<file path="src/rtl/ps2_pkg.sv">
// Shared definitions for the PS/2 keyboard receiver: prefix codes,
// frame FSM state encoding and default timing parameters.
package ps2_pkg;

    // Scan-code prefixes handled by the byte layer
    localparam logic [7:0] PS2_PREFIX_EXT   = 8'hE0;
    localparam logic [7:0] PS2_PREFIX_BREAK = 8'hF0;

    // Defaults: 2-flop synchronizer, 1 ms frame timeout at 50 MHz
    localparam int PS2_SYNC_STAGES_DEFAULT    = 2;
    localparam int PS2_TIMEOUT_CYCLES_DEFAULT = 50000;

    // Frame FSM states, one per field of the device-to-host frame
    typedef enum logic [1:0] {
        ST_IDLE   = 2'd0,
        ST_DATA   = 2'd1,
        ST_PARITY = 2'd2,
        ST_STOP   = 2'd3
    } ps2_state_e;

    // Odd parity: data bits plus parity bit must contain an odd number of ones
    function automatic logic odd_parity_ok(input logic [7:0] data, input logic par);
        return ^{data, par};
    endfunction

endpackage

</file>
<file path="src/rtl/ps2_frame_rx.sv">
// PS/2 device-to-host frame receiver: synchronizes the raw PS/2 pins,
// detects falling edges of the PS/2 clock, walks the start/data/parity/stop
// fields and discards partial frames after a period of bus inactivity.
//
// rx_done / rx_err are single-cycle strobes asserted combinationally in the
// cycle the stop-bit edge is detected, so the parent can register its outputs
// one cycle later. rx_byte is held stable from the last data bit until the
// next start bit, so it is valid whenever rx_done is high. There is no
// back-pressure: a consumer must act on the strobe in the cycle it is high.
import ps2_pkg::*;

module ps2_frame_rx #(
    parameter int SYNC_STAGES    = PS2_SYNC_STAGES_DEFAULT,   // minimum 2
    parameter int TIMEOUT_CYCLES = PS2_TIMEOUT_CYCLES_DEFAULT
) (
    input  logic       clock,
    input  logic       resetn,
    input  logic       ps2_clk_raw,
    input  logic       ps2_dat_raw,
    output logic [7:0] rx_byte,
    output logic       rx_done,
    output logic       rx_err,
    output ps2_state_e rx_state
);

    localparam int CNT_W = $clog2(TIMEOUT_CYCLES + 1);
    localparam logic [CNT_W-1:0] CNT_LAST = CNT_W'(TIMEOUT_CYCLES - 1);

    logic [SYNC_STAGES-1:0] clk_sync;
    logic [SYNC_STAGES-1:0] dat_sync;
    logic                   clk_prev;
    logic                   clk_s;
    logic                   bit_in;
    logic                   fall;

    ps2_state_e             state;
    logic [2:0]             bit_cnt;
    logic [7:0]             shift_reg;
    logic                   parity_bit;
    logic [CNT_W-1:0]       to_cnt;

    assign clk_s  = clk_sync[SYNC_STAGES-1];
    assign bit_in = dat_sync[SYNC_STAGES-1];
    assign fall   = clk_prev & ~clk_s;

    assign rx_byte  = shift_reg;
    assign rx_state = state;

    // Synchronizer chains; idle PS/2 lines are high, so reset to 1 avoids a false edge
    always_ff @(posedge clock or negedge resetn) begin
        if (!resetn) begin
            clk_sync <= '1;
            dat_sync <= '1;
            clk_prev <= 1'b1;
        end else begin
            clk_sync <= {clk_sync[SYNC_STAGES-2:0], ps2_clk_raw};
            dat_sync <= {dat_sync[SYNC_STAGES-2:0], ps2_dat_raw};
            clk_prev <= clk_s;
        end
    end

    // Frame FSM with inactivity timeout; a falling edge always wins over the timeout
    always_ff @(posedge clock or negedge resetn) begin
        if (!resetn) begin
            state      <= ST_IDLE;
            bit_cnt    <= 3'd0;
            shift_reg  <= 8'h00;
            parity_bit <= 1'b0;
            to_cnt     <= '0;
        end else if (fall) begin
            to_cnt <= '0;
            case (state)
                ST_IDLE: begin
                    if (!bit_in) begin
                        state   <= ST_DATA;
                        bit_cnt <= 3'd0;
                    end
                end
                ST_DATA: begin
                    shift_reg <= {bit_in, shift_reg[7:1]};
                    bit_cnt   <= bit_cnt + 3'd1;
                    if (bit_cnt == 3'd7) begin
                        state <= ST_PARITY;
                    end
                end
                ST_PARITY: begin
                    parity_bit <= bit_in;
                    state      <= ST_STOP;
                end
                ST_STOP: begin
                    state <= ST_IDLE;
                end
                default: begin
                    state <= ST_IDLE;
                end
            endcase
        end else if (state != ST_IDLE) begin
            if (to_cnt == CNT_LAST) begin
                state  <= ST_IDLE;
                to_cnt <= '0;
            end else begin
                to_cnt <= to_cnt + 1'b1;
            end
        end else begin
            to_cnt <= '0;
        end
    end

    // Stop-bit verdict: parity and stop bit are judged on the stop-bit edge itself
    always_comb begin
        rx_done = 1'b0;
        rx_err  = 1'b0;
        if (fall && (state == ST_STOP)) begin
            if (odd_parity_ok(shift_reg, parity_bit) && bit_in) begin
                rx_done = 1'b1;
            end else begin
                rx_err = 1'b1;
            end
        end
    end

endmodule

</file>
<file path="src/rtl/ps2_key_receiver.sv">
// PS/2 keyboard front end: frame reception plus make/break/extended prefix
// decoding. last_key_received holds the most recent make code for the game FSM.
// Optional build macro PS2_BREAK_CLEAR_EN: a break of the currently held key
// clears last_key_received/key_extended so the game sees "no key held".
// dbg_frame_state exposes the frame FSM state (ps2_pkg::ps2_state_e encoding).
import ps2_pkg::*;

module ps2_key_receiver #(
    parameter int SYNC_STAGES    = PS2_SYNC_STAGES_DEFAULT,
    parameter int TIMEOUT_CYCLES = PS2_TIMEOUT_CYCLES_DEFAULT
) (
    input  logic       clock,
    input  logic       resetn,
    input  logic       PS2_CLK,
    input  logic       PS2_DAT,
    output logic [7:0] last_key_received,
    output logic       key_extended,
    output logic       key_valid,
    output logic       key_break,
    output logic [7:0] break_code,
    output logic       frame_error,
    output logic [1:0] dbg_frame_state
);

    logic [7:0] rx_byte;
    logic       rx_done;
    logic       rx_err;
    ps2_state_e rx_state;

    logic       ext_flag;
    logic       brk_flag;

    ps2_frame_rx #(
        .SYNC_STAGES    (SYNC_STAGES),
        .TIMEOUT_CYCLES (TIMEOUT_CYCLES)
    ) u_frame_rx (
        .clock       (clock),
        .resetn      (resetn),
        .ps2_clk_raw (PS2_CLK),
        .ps2_dat_raw (PS2_DAT),
        .rx_byte     (rx_byte),
        .rx_done     (rx_done),
        .rx_err      (rx_err),
        .rx_state    (rx_state)
    );

    assign dbg_frame_state = rx_state;

    // Byte layer: prefix tracking and registered key outputs; pulses default low each cycle
    always_ff @(posedge clock or negedge resetn) begin
        if (!resetn) begin
            last_key_received <= 8'h00;
            key_extended      <= 1'b0;
            key_valid         <= 1'b0;
            key_break         <= 1'b0;
            break_code        <= 8'h00;
            frame_error       <= 1'b0;
            ext_flag          <= 1'b0;
            brk_flag          <= 1'b0;
        end else begin
            key_valid   <= 1'b0;
            key_break   <= 1'b0;
            frame_error <= 1'b0;
            if (rx_err) begin
                // A corrupted byte may have been part of a prefix sequence
                frame_error <= 1'b1;
                ext_flag    <= 1'b0;
                brk_flag    <= 1'b0;
            end else if (rx_done) begin
                if (rx_byte == PS2_PREFIX_EXT) begin
                    ext_flag <= 1'b1;
                end else if (rx_byte == PS2_PREFIX_BREAK) begin
                    brk_flag <= 1'b1;
                end else if (brk_flag) begin
                    break_code <= rx_byte;
                    key_break  <= 1'b1;
                    ext_flag   <= 1'b0;
                    brk_flag   <= 1'b0;
`ifdef PS2_BREAK_CLEAR_EN
                    if ((rx_byte == last_key_received) && (ext_flag == key_extended)) begin
                        last_key_received <= 8'h00;
                        key_extended      <= 1'b0;
                    end
`else
                    // Break sequences leave the held make code untouched
`endif
                end else begin
                    last_key_received <= rx_byte;
                    key_extended      <= ext_flag;
                    key_valid         <= 1'b1;
                    ext_flag          <= 1'b0;
                    brk_flag          <= 1'b0;
                end
            end
        end
    end

endmodule

</file>
<file path="config.mk">
export PLATFORM = sky130hd
export DESIGN_NAME = ps2_key_receiver
export DESIGN_NICKNAME = d
export VERILOG_FILES = /design/src/rtl/ps2_pkg.sv /design/src/rtl/ps2_frame_rx.sv /design/src/rtl/ps2_key_receiver.sv
export SDC_FILE = /design/constraint.sdc
export NUM_CORES = 1
export LEC_CHECK = 0
export CORE_MARGIN = 10
export CORE_UTILIZATION = 37
export CTS_BUF_LIST = sky130_fd_sc_hd__clkbuf_8
export DETAILED_ROUTE_END_ITERATION = 10
export DONT_BUFFER_PORTS = 1
export PLACE_DENSITY = 0.61
export SLEW_MARGIN = 25
export SYNTH_ARGS = -nofsm -noshare
export SYNTH_HDL_FRONTEND = slang
export SYNTH_HIERARCHICAL = 1
export SYNTH_SLANG_ARGS = --single-unit
</file>
<file path="constraint.sdc">
create_clock -name clock -period 3.3 [get_ports clock]
set_clock_uncertainty 0.15 [all_clocks]
set_input_delay 0.33 -clock clock [delete_from_list [all_inputs] [get_ports clock]]
set_output_delay 0.33 -clock clock [all_outputs]
set_load 0.03 [all_outputs]
</file>
==> results.yml, run 1 <==
outcome:
  status: "finished, final reports clean"
final_layout:
  finalNetCount: 245
  layout-drive-gt1-share_pct: 18.8
  syn2layout_area_growth_pct: 13.0
  fill_cells: 661
  antennaDiodeCount: 0
  design_area_mm2: 0.00299
yosys:
  synth.largest_area_cell: "dfrtp_1"
  synth_area_per_cell_um2: 11.9
  synth.net_count: 234
  synth_area_leaders: "dfrtp_1 (49%), mux2_2 (6.4%), dfstp_2 (5.0%)"
  synth_cells: 223
  synth_warnings: 6
  synth_top_cell_area_share_pct: 49.2
  ys_types: 49
  yosysSeqAreaShare_pct: 54.2
  syn_area_mm2: 0.00265
  synth_top_cells_by_count: "dfrtp_1 (52), nor2_1 (21), mux2_2 (15)"
  synth-async-reset-ratio_pct: 100
  synth-edff-count: 0
  synth.most_common_cell: "dfrtp_1"
  synth_ff_type: "dfrtp_1"
  synth-seq-cells: 57
setup_path:
  cp-startpoint: "u_frame_rx/rx_byte[4]$_DFFE_PN0P_"
  critical_path.max_fanout: 8
  r2r_end: "key_extended$_DFFE_PN0P_"
  cp.required_ps: 3370
  endpoint_kind: "register"
  critical_path_class: "register to register"
  rrSetupSlack_ps: 530
  crit_path_start_kind: "register"
  worstPathArrival_ps: 2830
  reg2reg_depth: 8
  critical_path.endpoint: "key_extended$_DFFE_PN0P_"
  rr_startpoint: "u_frame_rx/rx_byte[4]$_DFFE_PN0P_"
sta:
  tightest_slew_ps: 542
  hold_viol: 0
  drv_slew: 0
  max_freq_ghz: 0.362
  rsz0062_at_grt: "no"
  fin_crit_sh_pct: 83.8
  setup_viol: 0
  setup_tns_ps: 0
  slew_headroom_pct: 63.9
  final.min_clock_period_ps: 2770
clocking:
  post-cts-setup-buffers: 0
  path_clk_slew_ps: 60
  clock-sinks: 57
  cts_buffers: 9
  cts_tree: "yes"
  clk_latency_ps: 330
  htreeDepth: 3
  cts.path.max_buffers: 2
  cts_root_buf: "clkbuf_8"
pwr:
  cellLeakagePower_nw: 1.31
  vdd_ir_drop_max_mv: 0.421
  pwr_density_cell_mw_per_mm2: 718
detailed_routing:
  postRouteAntennaNets: 0
  viasPerCell: 4.94
  routed_wl_um: 4720
  post_drt_wl_per_cell_um: 14.1
  drt_first_iter_violations: 56
  drc: 0
  first_pass_iters: 4
  vias: 1656
job:
  drv_cap: 0
floorplan:
  coreArea_mm2: 0.00687
  pin_count: 26
  die_y_um: 105
  die_w_um: 105
  num_rows: 30
  dieArea_mm2: 0.0109
  start_util_pct: 38.5
global_route:
  grtUsageTotal_pct: 9.21
  antenna_found_initial: 0
  grt_pass1_vias: 1635
  grt_pass1_wl_um: 8220
  grt_max_degree: 58
  grt_overflow: 0
placement:
  port_buffers: 0
  gp_congestion: 0.776
  hpwl_um: 3290
  placed_area_mm2: 0.00274
hold_path:
  hold_path.class: "register to register"
-- repair_timing --
action	4_1_cts	5_1_grt
hold endpoints to repair	59	0
resized for setup	0	0
hold buffers	4	0
-- metrics by stage --
| step | util [%] | power (mW) | cells | setup WS (ps) | hold WS (ps) |
|---|---|---|---|---|---|
| floorplan | - | 1.43 | 223 | 763 | -116 |
| global placement | 39.9 | 1.52 | 315 | 589 | -113 |
| detailed placement | 39.9 | 1.53 | 315 | 540 | -113 |
| CTS | 43.5 | 2.18 | 335 | 517 | 206 |
| global route | 43.5 | 2.30 | 335 | 336 | 210 |
| finish | 43.5 | 2.15 | 335 | 534 | 205 |
-- routing by layer --
layer | wire [um] | global-route usage (%) | share of wire, % | vias to the layer above
met5 | 0 | 0 | 0 | -
met2 | 2070 | 13.1 | 44 | 36
met4 | 55 | 2.98 | 1.2 | 0
li1 | - | - | - | 823
met3 | 368 | 5.28 | 7.8 | 8
met1 | 2220 | 11.5 | 47 | 789
-- cell families (layout without fill, tap and decap cells) --
| logic type | after synthesis | count (layout) | share of synthesized area (%) |
|---|---|---|---|
| DFF | 57 | 57 | 54.2 |
| xor gates and xnor gates | 17 | 17 | 6.67 |
| and+or+nand+nor | 75 | 75 | 16.3 |
| muxes | 17 | 17 | 7.33 |
| AOI/OAI and AO/OA | 37 | 37 | 9.93 |
| adders and majority gates | 7 | 7 | 3.31 |
| buffers and inverters | 13 | 29 | 2.27 |
-- sequential cells by signal (all words and copies together) (netlist names) --
register and count:
u_frame_rx/to_cnt 16, u_frame_rx/bit_cnt 3, u_frame_rx/rx_byte 8, key_valid 1, u_frame_rx/clk_sync 2, frame_error 1
key_break 1, key_extended 1, break_code 8, u_frame_rx/rx_state 2, u_frame_rx/dat_sync 2, u_frame_rx/parity_bit 1
ext_flag 1, last_key_received 8, brk_flag 1, u_frame_rx/clk_prev 1
-- power breakdown --
| group | leakage, nW | internal, mW | switching [mW] |
|---|---|---|---|
| clock network | 0.110 | 0.358 | 0.258 |
| registers | 0.758 | 0.808 | 0.205 |
| logic | 0.441 | 0.274 | 0.242 |
-- worst max-delay path, cell delays in order (launching register included) --
cell and delay (ps):
dfrtp_1 460, xor2_1 180, xnor3_1 410, mux2i_1 200, and3_1 330, nor3b_4 390
o21ai_4 150, inv_2 90, mux2_4 290
-- worst min path at each step --
stage	start	end	slack, ps	cells past startpoint
floorplan	resetn	break_code[0]$_DFFE_PN0P_	-120	0
global placement	resetn	key_break$_DFF_PN0_	-110	0
detailed placement	resetn	break_code[7]$_DFFE_PN0P_	-110	0
CTS	u_frame_rx/dat_sync[0]$_DFF_PN1_	u_frame_rx/dat_sync[1]$_DFF_PN1_	210	0
global route	u_frame_rx/clk_sync[0]$_DFF_PN1_	u_frame_rx/clk_sync[1]$_DFF_PN1_	210	0
finish	u_frame_rx/dat_sync[0]$_DFF_PN1_	u_frame_rx/dat_sync[1]$_DFF_PN1_	210	0
-- cells in the final DEF (no fill, tap or decap), types with 5 or more instances in the layout --
master    count
dfrtp_1      52
nor2_1       21
mux2_2       15
xnor2_1      12
nand2_1      11
inv_1        10
o21ai_0      10
clkbuf_8     10
a22o_1        9
nand3_1       9
a21oi_1       7
ha_1          7
dfstp_2       5
-- layout make-up --
class | count | area [um2] | area share, %
clock buffer | 10 | 138 | 4.60
sequential | 57 | 1430 | 47.9
multi-input combinational | 153 | 1150 | 38.6
tap | 96 | 120 | 4.02
inverter | 8 | 30.0 | 1.00
timing repair buffer | 5 | 65.1 | 2.18
clock inverter | 6 | 51.3 | 1.72
Note: power is estimated with default switching activity, not from simulation.
==> run 2, diff against run 1 <==
==> constraint.sdc (replaced) <==
create_clock -name clock -period 2.7 [get_ports clock]
set_clock_uncertainty 0.15 [all_clocks]
set_input_delay 0.27 -clock clock [delete_from_list [all_inputs] [get_ports clock]]
set_output_delay 0.27 -clock clock [all_outputs]
set_load 0.03 [all_outputs]
==> results.yml, run 2 (same netlist as run 1, synthesis figures left out) <==
global_route:
  grt_pass1_vias: 1741
  grt_pass1_wl_um: 8510
  grt_max_degree: 58
  grt_overflow: 0
  antenna_found_initial: 0
  grtUsageTotal_pct: 9.46
pwr:
  cellLeakagePower_nw: 1.37
  p_total_mw: 2.78
  pwr_density_cell_mw_per_mm2: 899
  vdd_ir_drop_max_mv: 0.454
final_layout:
  fin_util_pct: 45.1
  layout-drive-gt1-share_pct: 24.3
  design_area_mm2: 0.00310
  largest_register_ff_count: 16
  finalNetCount: 257
  mostFrequentLayoutCells: "dfrtp_1 (52), nor2_1 (21), mux2_2 (15), buf_4 (13), xnor2_1 (12)"
  top_register: "u_frame_rx/to_cnt"
  final_common_cell: "dfrtp_1"
  syn2layout_area_growth_pct: 17.1
  antennaDiodeCount: 0
sta:
  setup_tns_ps: 0
  drv_slew: 0
  fin_crit_sh_pct: 91.8
  final.min_clock_period_ps: 2480
  rsz0062_at_grt: "no"
  slew_headroom_pct: 71.5
  hold_viol: 0
  max_freq_ghz: 0.403
  setup_ws_ps: 220
  tightest_slew_ps: 427
  setup_viol: 0
placement:
  port_buffers: 0
  gp_congestion: 0.795
  hpwl_um: 3440
  placed_area_mm2: 0.00283
  pre_cts_ws_ps: 165
detailed_routing:
  postRouteAntennaNets: 0
  drt_first_iter_violations: 81
  post_drt_wl_per_cell_um: 14.3
  drc: 0
  vias: 1734
  dr_wl_met2_um: 2330
  routed_wl_um: 4960
  wl_met3_um: 270
  first_pass_iters: 4
  viasPerCell: 5.00
  wl_met1_um: 2300
  top_layer_used: "met4"
floorplan:
  num_rows: 30
  pin_count: 26
  die_y_um: 105
  start_util_pct: 38.5
  coreArea_mm2: 0.00687
  die_w_um: 105
  dieArea_mm2: 0.0109
clocking:
  htreeDepth: 3
  cts.path.max_buffers: 2
  cts_tree: "yes"
  cts_buffers: 9
  cts_root_buf: "clkbuf_8"
  post-cts-setup-buffers: 0
  clk_latency_ps: 330
  clock-sinks: 57
  path_clk_slew_ps: 60
setup_path:
  critical_path.max_fanout: 8
  critical_path_class: "register to register"
  crit_path_start_kind: "register"
  cp.required_ps: 2760
  endpoint_kind: "register"
  worstPathArrival_ps: 2540
outcome:
  status: "finished, final reports clean"
hold_path:
  hold_path.class: "register to register"
job:
  drv_cap: 0
## run 2: final timing paths
kind	depth (start not counted)	startpoint	slack, ps	to
worst max-delay path	8	u_frame_rx/rx_byte[5]$_DFFE_PN0P_	220	key_extended$_DFFE_PN0P_
worst min-delay path	0	u_frame_rx/clk_sync[0]$_DFF_PN1_	210	u_frame_rx/clk_sync[1]$_DFF_PN1_
worst max register to register	8	u_frame_rx/rx_byte[5]$_DFFE_PN0P_	220	key_extended$_DFFE_PN0P_
worst min register to register	0	u_frame_rx/clk_sync[0]$_DFF_PN1_	210	u_frame_rx/clk_sync[1]$_DFF_PN1_
max in group asynchronous	2	resetn	1800	u_frame_rx/dat_sync[1]$_DFF_PN1_
min in group asynchronous	2	resetn	310	key_break$_DFF_PN0_
## run 2: power breakdown
group          switching, mW  internal (mW)  total [mW]
logic                  0.393          0.402       0.794
registers              0.192          0.988        1.18
clock network          0.338          0.473       0.811
## run 2: metrics by stage
step,hold slack (ps),std cells
finish,208,347
global route,214,347
CTS,208,347
detailed placement,-173,327
global placement,-173,327
floorplan,-176,223
## run 2: worst max-delay path: stages, from the launching register on
cell,delay [ps]
dfrtp_1,390
xnor2_1,220
xnor3_1,370
mux2i_1,210
and3_2,280
nor3b_4,250
o21ai_4,130
inv_2,80
mux2_4,290
## run 2: what timing repair did
item                       CTS  global route
resized for setup            0             1
hold endpoints to repair    59             0
hold buffers                 4             0
setup endpoints to repair    0             1
## run 2: final cells by class
class / instances / area [um2]
clock inverter: 5 / 53.8
tap: 96 / 120
inverter: 8 / 30.0
clock buffer: 11 / 151
sequential: 57 / 1430
multi-input combinational: 153 / 1150
fill: 641 / 3770
timing repair buffer: 17 / 155
## run 2: layer usage
metal	vias up	track usage, %
li1	848	-
met1	844	11.3
met2	35	14.9
met3	7	3.75
met4	0	3.88
met5	-	0
